--- config.mk ---
export PLATFORM = sky130hd
export DESIGN_NAME = mul_datapath
export DESIGN_NICKNAME = d
export VERILOG_FILES = /design/src/rtl/mul_datapath.sv
export SDC_FILE = /design/constraint.sdc
export NUM_CORES = 1
export LEC_CHECK = 0
export CAP_MARGIN = 20
export CORE_ASPECT_RATIO = 0.5
export CORE_MARGIN = 5
export CORE_UTILIZATION = 55
export CTS_CLUSTER_DIAMETER = 50
export CTS_CLUSTER_SIZE = 25
export DETAILED_ROUTE_END_ITERATION = 8
export DONT_BUFFER_PORTS = 1
export GPL_TIMING_DRIVEN = 0
export HOLD_SLACK_MARGIN = 0.12
export PLACE_DENSITY = 0.7
export SLEW_MARGIN = 20
export SYNTH_ARGS = -nofsm -noshare
export SYNTH_HDL_FRONTEND = slang
export SYNTH_SLANG_ARGS = --single-unit
--- constraint.sdc ---
create_clock -name clk -period 3.5 [get_ports clk]
set_input_delay 0.35 -clock clk [delete_from_list [all_inputs] [get_ports clk]]
set_output_delay 0.35 -clock clk [all_outputs]
set_load 0.02 [all_outputs]
--- src/rtl/mul_datapath.sv ---
// mul_datapath: shift-add multiplier datapath, responder to the multiplier controller.
// Loads operands on w_ctrl, adds the multiplicand into the upper product half on
// addu_ctrl == ADDU_FN, shifts {carry, product} right on srl_ctrl, and flags done
// once the controller raises ready.
// Optional feature macro: MUL_DP_STEP_CHECK_EN adds step_cnt and proto_err outputs.
module mul_datapath #(
    parameter int unsigned WIDTH   = 32,
    parameter logic [5:0]  ADDU_FN = 6'b001001
) (
    input  logic                 clk,
    input  logic                 reset,
    input  logic [WIDTH-1:0]     multiplicand,
    input  logic [WIDTH-1:0]     multiplier,
    input  logic                 w_ctrl,
    input  logic [5:0]           addu_ctrl,
    input  logic                 srl_ctrl,
    input  logic                 ready,
    output logic                 lsb,
    output logic [2*WIDTH-1:0]   product,
    output logic                 done
`ifdef MUL_DP_STEP_CHECK_EN
    ,
    output logic [$clog2(WIDTH+1)-1:0] step_cnt,
    output logic                       proto_err
`endif
);

    localparam int unsigned PW = 2 * WIDTH;

    logic [WIDTH-1:0] mcand_q, mcand_d;
    logic [PW-1:0]    prod_q,  prod_d;
    logic             carry_q, carry_d;
    logic             done_q,  done_d;

    logic             add_en;
    logic [WIDTH:0]   sum;

    // Add term and decoded add enable
    assign add_en = (addu_ctrl == ADDU_FN);
    assign sum    = {1'b0, prod_q[PW-1:WIDTH]} + {1'b0, mcand_q};

    // Next-state: load beats add/shift, which beats hold
    always_comb begin
        mcand_d = mcand_q;
        prod_d  = prod_q;
        carry_d = carry_q;
        done_d  = done_q;
        if (w_ctrl) begin
            mcand_d = multiplicand;
            prod_d  = {{WIDTH{1'b0}}, multiplier};
            carry_d = 1'b0;
            done_d  = 1'b0;
        end else begin
            if (add_en && srl_ctrl) begin
                // fused add-then-shift: carry out lands in the product MSB
                {carry_d, prod_d} = {1'b0, sum, prod_q[WIDTH-1:1]};
            end else if (add_en) begin
                prod_d[PW-1:WIDTH] = sum[WIDTH-1:0];
                carry_d            = sum[WIDTH];
            end else if (srl_ctrl) begin
                {carry_d, prod_d} = {1'b0, carry_q, prod_q[PW-1:1]};
            end
            if (ready) begin
                done_d = 1'b1;
            end
        end
    end

    // Datapath state registers
    always_ff @(posedge clk or posedge reset) begin
        if (reset) begin
            mcand_q <= '0;
            prod_q  <= '0;
            carry_q <= 1'b0;
            done_q  <= 1'b0;
        end else begin
            mcand_q <= mcand_d;
            prod_q  <= prod_d;
            carry_q <= carry_d;
            done_q  <= done_d;
        end
    end

    assign lsb     = prod_q[0];
    assign product = prod_q;
    assign done    = done_q;

`ifdef MUL_DP_STEP_CHECK_EN
    localparam int unsigned CNT_W = $clog2(WIDTH + 1);

    logic [CNT_W-1:0] step_cnt_q, step_cnt_d;
    logic             proto_err_q, proto_err_d;
    logic             at_full;

    assign at_full = (step_cnt_q == CNT_W'(WIDTH));

    // Shift counter (saturating) and sticky protocol-error flag
    always_comb begin
        step_cnt_d  = step_cnt_q;
        proto_err_d = proto_err_q;
        if (w_ctrl) begin
            step_cnt_d  = '0;
            proto_err_d = 1'b0;
        end else begin
            if (srl_ctrl && !at_full) begin
                step_cnt_d = step_cnt_q + CNT_W'(1);
            end
            if ((srl_ctrl && at_full) || (ready && !at_full)) begin
                proto_err_d = 1'b1;
            end
        end
    end

    // Step-check registers
    always_ff @(posedge clk or posedge reset) begin
        if (reset) begin
            step_cnt_q  <= '0;
            proto_err_q <= 1'b0;
        end else begin
            step_cnt_q  <= step_cnt_d;
            proto_err_q <= proto_err_d;
        end
    end

    assign step_cnt  = step_cnt_q;
    assign proto_err = proto_err_q;
`endif

endmodule

### Yosys cells after proc, flatten, opt, wreduce, memory -nomap -nowiden

Index checks and enable logic that the tools add are counted.

* add/subtract/negate cells: 1
* multipliers: 0
* div/mod/pow operators: 0
* order comparisons: 0
* equal/unequal tests: 2
* shifts and indexed selects: 0
* muxes and demuxes: 11
* bitwise operators: 0
* reduce and logical (&&, ||, !) cells: 5

Operators by type and width (count)
* 2-to-1 mux 64 bit: 3
* 2-to-1 mux 32 bit: 2
* adder 32 x 32 -> 33 bit: 1
* equality test 6 x 4 -> 1 bit, second input constant: 1
* 2-to-1 mux 1 bit: 6
* nonzero test 4 bit: 1
* != test 3 x 2 -> 1 bit, second input constant: 1
* nonzero test 3 bit: 1
* AND reduction 2 bit: 1
* nonzero test 2 bit: 1
* logical AND 1 bit: 1

* register bits: 98
* bits in latches: 0
* bits in writable memories: 0
* ROM bits: 0
* input port bits: 75
* output and inout bits: 66
* logic and storage cells: 24
* memories kept: 0

### Logic depth before layout (Yosys ltp)

* depth in word-level cells: 4
* mapped depth: 11
* gate-level depth less buffers: 11

### Least setup slack after synthesis

OpenSTA, ideal clock, no wires.

* kind: flip-flop to flip-flop
* start point: register prod_q[32], in the netlist product[32]
* end point: register prod_q[58], in the netlist product[58]
* library setup time: 0.146 ns
* data arrival time: 2.570 ns
* required time: 3.354 ns
* slack: 0.784 ns
* stages on the path, launching flop included: 12
* clock period less this slack: 2.716 ns
* cell sequence: dfrtp_1 -> ha_1 -> inv_1 -> fa_1 -> nor2b_1 -> o2111ai_1 -> a211oi_2 -> o21ai_1 -> a21oi_2 -> mux2_2 -> nor3_1 -> a311oi_1

* cells in the longest elaborated chain, start to end: 4

Ends and longest elaborated chain
* start, declared: RTL line 31 `logic [PW-1:0] prod_q, prod_d;`
* start signal, assigned: RTL line 78 `prod_q <= prod_d;`
* adder 32 x 32 -> 33 bit *: RTL line 40 `assign sum = {1'b0, prod_q[PW-1:WIDTH]} + {1'b0, mcand_q};`
* 2-to-1 mux 32 bit: RTL line 57 `end else if (add_en) begin`
* 2-to-1 mux 64 bit *: RTL line 54 `if (add_en && srl_ctrl) begin`
* 2-to-1 mux 64 bit *: RTL line 48 `if (w_ctrl) begin`

Mark *: on every way between the ends. The rest lies on a longest branch, timed or not.
A chain may end at the register's enable or synchronous reset.

### Worst setup path in the final report

* start point: register prod_q[32], in the netlist product[32]
* end point: register prod_q[57], in the netlist product[57]

The elaborated chain is that of the path after synthesis.

==> key figures <==
Run status
  – Status: complete, no violations

Placement
  – Place WS: between 0.3 and 0.4 ns
  – DP HPWL: around 14000 µm
  – Routability cong.: approximately 0.95
  – Port Buffers: 0

Detailed routing
  – Routed WL per cell: 21.93 µm
  – DRT antenna net count: 0
  – DRC: 0
  – Drt initial violations: between 500 and 600
  – Final wirelength: between 15000 and 20000 µm
  – Vias per cell: about 6.6
  – Detailed Routing Iterations Pass 1: 5
  – Via count: between 5000 and 6000

STA
  – Worst slew pin tran: 0.7580 ns
  – Worst Clk Skew: 0.009018 ns
  – Tcrit/Tclk final: a little over 90%
  – Fin Hold WS: around 0.12 ns
  – Max Transition Viols Final: 0
  – Fmax: 306.3 MHz
  – RSZ-0062 raised after global routing: no
  – Hold Fails Final Rpt: 0
  – Setup TNS: 0 ns
  – # setup viols final: 0
  – Final Critical Period: 3.265 ns
  – Worst rel slew slack: between 40% and 50%
  – Worst setup margin: approximately 0.23 ns

Clock tree
  – Clock Pin Slew Worst Setup and Hold Paths: around 0.08 ns
  – H-Tree Depth: 3
  – Post-CTS resize count: 0
  – Worst-skew pair later-pin latency: roughly 0.36 ns
  – Clock Tree Buf Depth: 2
  – Post-CTS Repair Setup Buffers: 0
  – Clk sink count: slightly below 100
  – CTS tree: done
  – Root Buffer: clkbuf_16
  – CTS buffer count: 9

Floorplanning
  – DIE WIDTH: ~160 µm
  – Initial core utilization: between 50% and 60%
  – Row count: 27
  – DIE AREA: 0.01391 mm²
  – Die height: 85.94 µm
  – Core area: about 0.011 mm²
  – Number of I/O pins: ~140

Global routing
  – Gr usage total: 27.33%
  – First-pass GRT wire length: 30040 µm
  – GR met1 Demand/Resource: between 30% and 40%
  – Gr busiest metal: met2
  – Initial antenna violation count: 2
  – GR Layer Usage met2: about two fifths
  – Gr ovfl total: 0
  – Vias in the first global route: approximately 5500
  – Met3 usage: roughly a tenth
  – Largest net degree at the start of global routing: 52

Synth
  – Seq/Total Area, Yosys: 38.66%
  – Syn nets: slightly below 800
  – Netlist Area Pre-Place: roughly 0.0063 mm²
  – Yosys top cell area share: between 30% and 40%
  – Syn_area_per_cell: 9.511 µm²
  – Yosys cell types: 72
  – Top-count cell post-synth: dfrtp_1
  – Number of synthesized flops with an enable pin: 0
  – Post-synth top cells: dfrtp_1, nand2_1, a21oi_1
  – Top post-synthesis cells by area: dfrtp_1, mux2i_1, ha_1
  – Synthesized netlist cell count: between 600 and 700
  – Ys flop type: dfrtp_1
  – Register bit total from synthesis: approximately 100
  – Yosys top cell by area: dfrtp_1
  – Yosys warnings: 0
  – Ys async rst share: 100.0%

Worst hold path
  – Hold Path Origin: multiplier[23]
  – Hold crit path type: in -> reg
  – Hold Crit Endpoint: product[23]
  – Hold Path Stages: 2

Worst setup path
  – R2R depth: 11
  – Required time of the critical path: roughly 3.7 ns
  – Crit path capture type: register
  – WS Path Type: reg -> reg
  – FF-to-FF setup slack: 0.23 ns
  – Max FO, Critical Path: 5
  – Reg2reg end: product[57]
  – WP data arrival: roughly 3.5 ns
  – Worst Setup Start Kind: register
  – Reg2reg start: product[32]

Final layout
  – Layout cells sized above 1: approximately 12%
  – Area growth syn-to-layout: 12.01%
  – Layout Nets: 810
  – Utilization after layout: between 60 and 70%
  – ANT cells: 0

Pwr
  – Psw: approximately 1.1 mW
  – Combinational group share of total power: 22.1%
  – Power per cell area: 445.5 mW/mm²
  – Internal Power: about 2.1 mW
  – Share of power burned in registers: 44.1%
  – Leakage: between 3 and 4 nW
  – Net Sw Frac: about 34%
  – Power, Total: 3.165 mW
  – Peak supply drop: roughly 0.21 mV
  – Clock share of power: between 30% and 40%

Flow run
  – Max-Cap Viols: 0
[sequential cells by signal, indices dropped and copies added, names as in the netlist]
signal   flops
carry_q      1
done         1
product     64
mcand_q     32
[cell families after synthesis]
logic type,after synthesis,synth area share [%]
mux,76,12.66
buf+inv,58,4.300
xor+xnor,17,2.347
fa+ha+maj,33,6.627
flops,98,38.66
compound gates,214,22.76
simple gates,171,12.64
[worst max-delay path by stage]
stage / startpoint / to / slack, ns
2_1_floorplan: reset / carry_q / 0.59
3_3_place_gp: reset / product[51] / -0.49
3_5_place_dp: product[36] / product[59] / 0.32
4_1_cts: product[32] / product[57] / 0.26
5_1_grt: product[32] / product[57] / 0.04
6_report: product[32] / product[57] / 0.23
[timing repair]
item	4_1_cts	5_1_grt
endpoints found under the hold margin	72	0
setup endpoints to repair	0	0
hold buffers	23	0
[layout make-up]
type                            instances  area [µm²]
Fill cell                             936        4043
Multi-Input combinational cell        511        3618
Sequential cell                        98        2452
Timing Repair Buffer                   24       257.7
Clock buffer                            9       225.2
Buffer                                 45       224.0
Tap cell                              145       181.4
Clock inverter                          7       92.59
Inverter                               13       53.80
[layer usage]
layer  vias up  share of wire [%]
met4         4                1.0
met1      2710                 43
met2       298                 43
met5         -               0.14
li1       2550                  -
met3        22                 12
[placed cells by master (no fill, tap or decap), types with 5 or more instances in the layout]
master	synthesis	routed
xor2_1	8	8
and2_1	8	8
o211ai_1	6	6
clkbuf_16	0	9
clkbuf_1	28	28
nand4_1	8	8
inv_6	0	5
o21a_1	7	7
mux2_2	34	34
a211oi_1	25	25
nor3_1	14	14
nand2_1	78	78
ha_1	32	32
o31ai_1	6	6
inv_1	13	12
nand3_1	8	8
a311oi_1	9	9
a21oi_1	58	58
dfrtp_1	98	98
xnor2_1	9	9
buf_4	5	5
a221oi_1	6	6
nor2_1	27	27
o21ai_0	44	44
mux2i_1	42	42
a21o_1	7	7
dlygate4sd3_1	0	23
and3_1	6	6
[metrics by stage]
stage	instance area (µm²)	instances
after detailed placement	6558	813
after floorplan	6344	667
after global routing	7106	852
final	7106	852
after global placement	6525	812
after CTS	7106	852
[worst max-delay path: stages (launching register included)]
cell and delay [ns]:
dfrtp_1 0.48, ha_1 0.23, inv_1 0.07, fa_1 0.39, nor2b_1 0.22, o2111ai_1 0.21
a211oi_2 0.30, o21ai_1 0.20, a21oi_2 0.36, mux2_2 0.39, nor3_1 0.17, a211oi_1 0.07
[power by group through the flow]
stage	Clock [mW]	Combinational, mW	Sequential [mW]
after detailed placement	0	0.660	1.42
final	1.07	0.698	1.40
after global routing	1.14	0.777	1.41
after global placement	0	0.641	1.42
after floorplan	0	0.530	1.38
after CTS	1.09	0.685	1.40
Power figures use the tool's default switching activity.
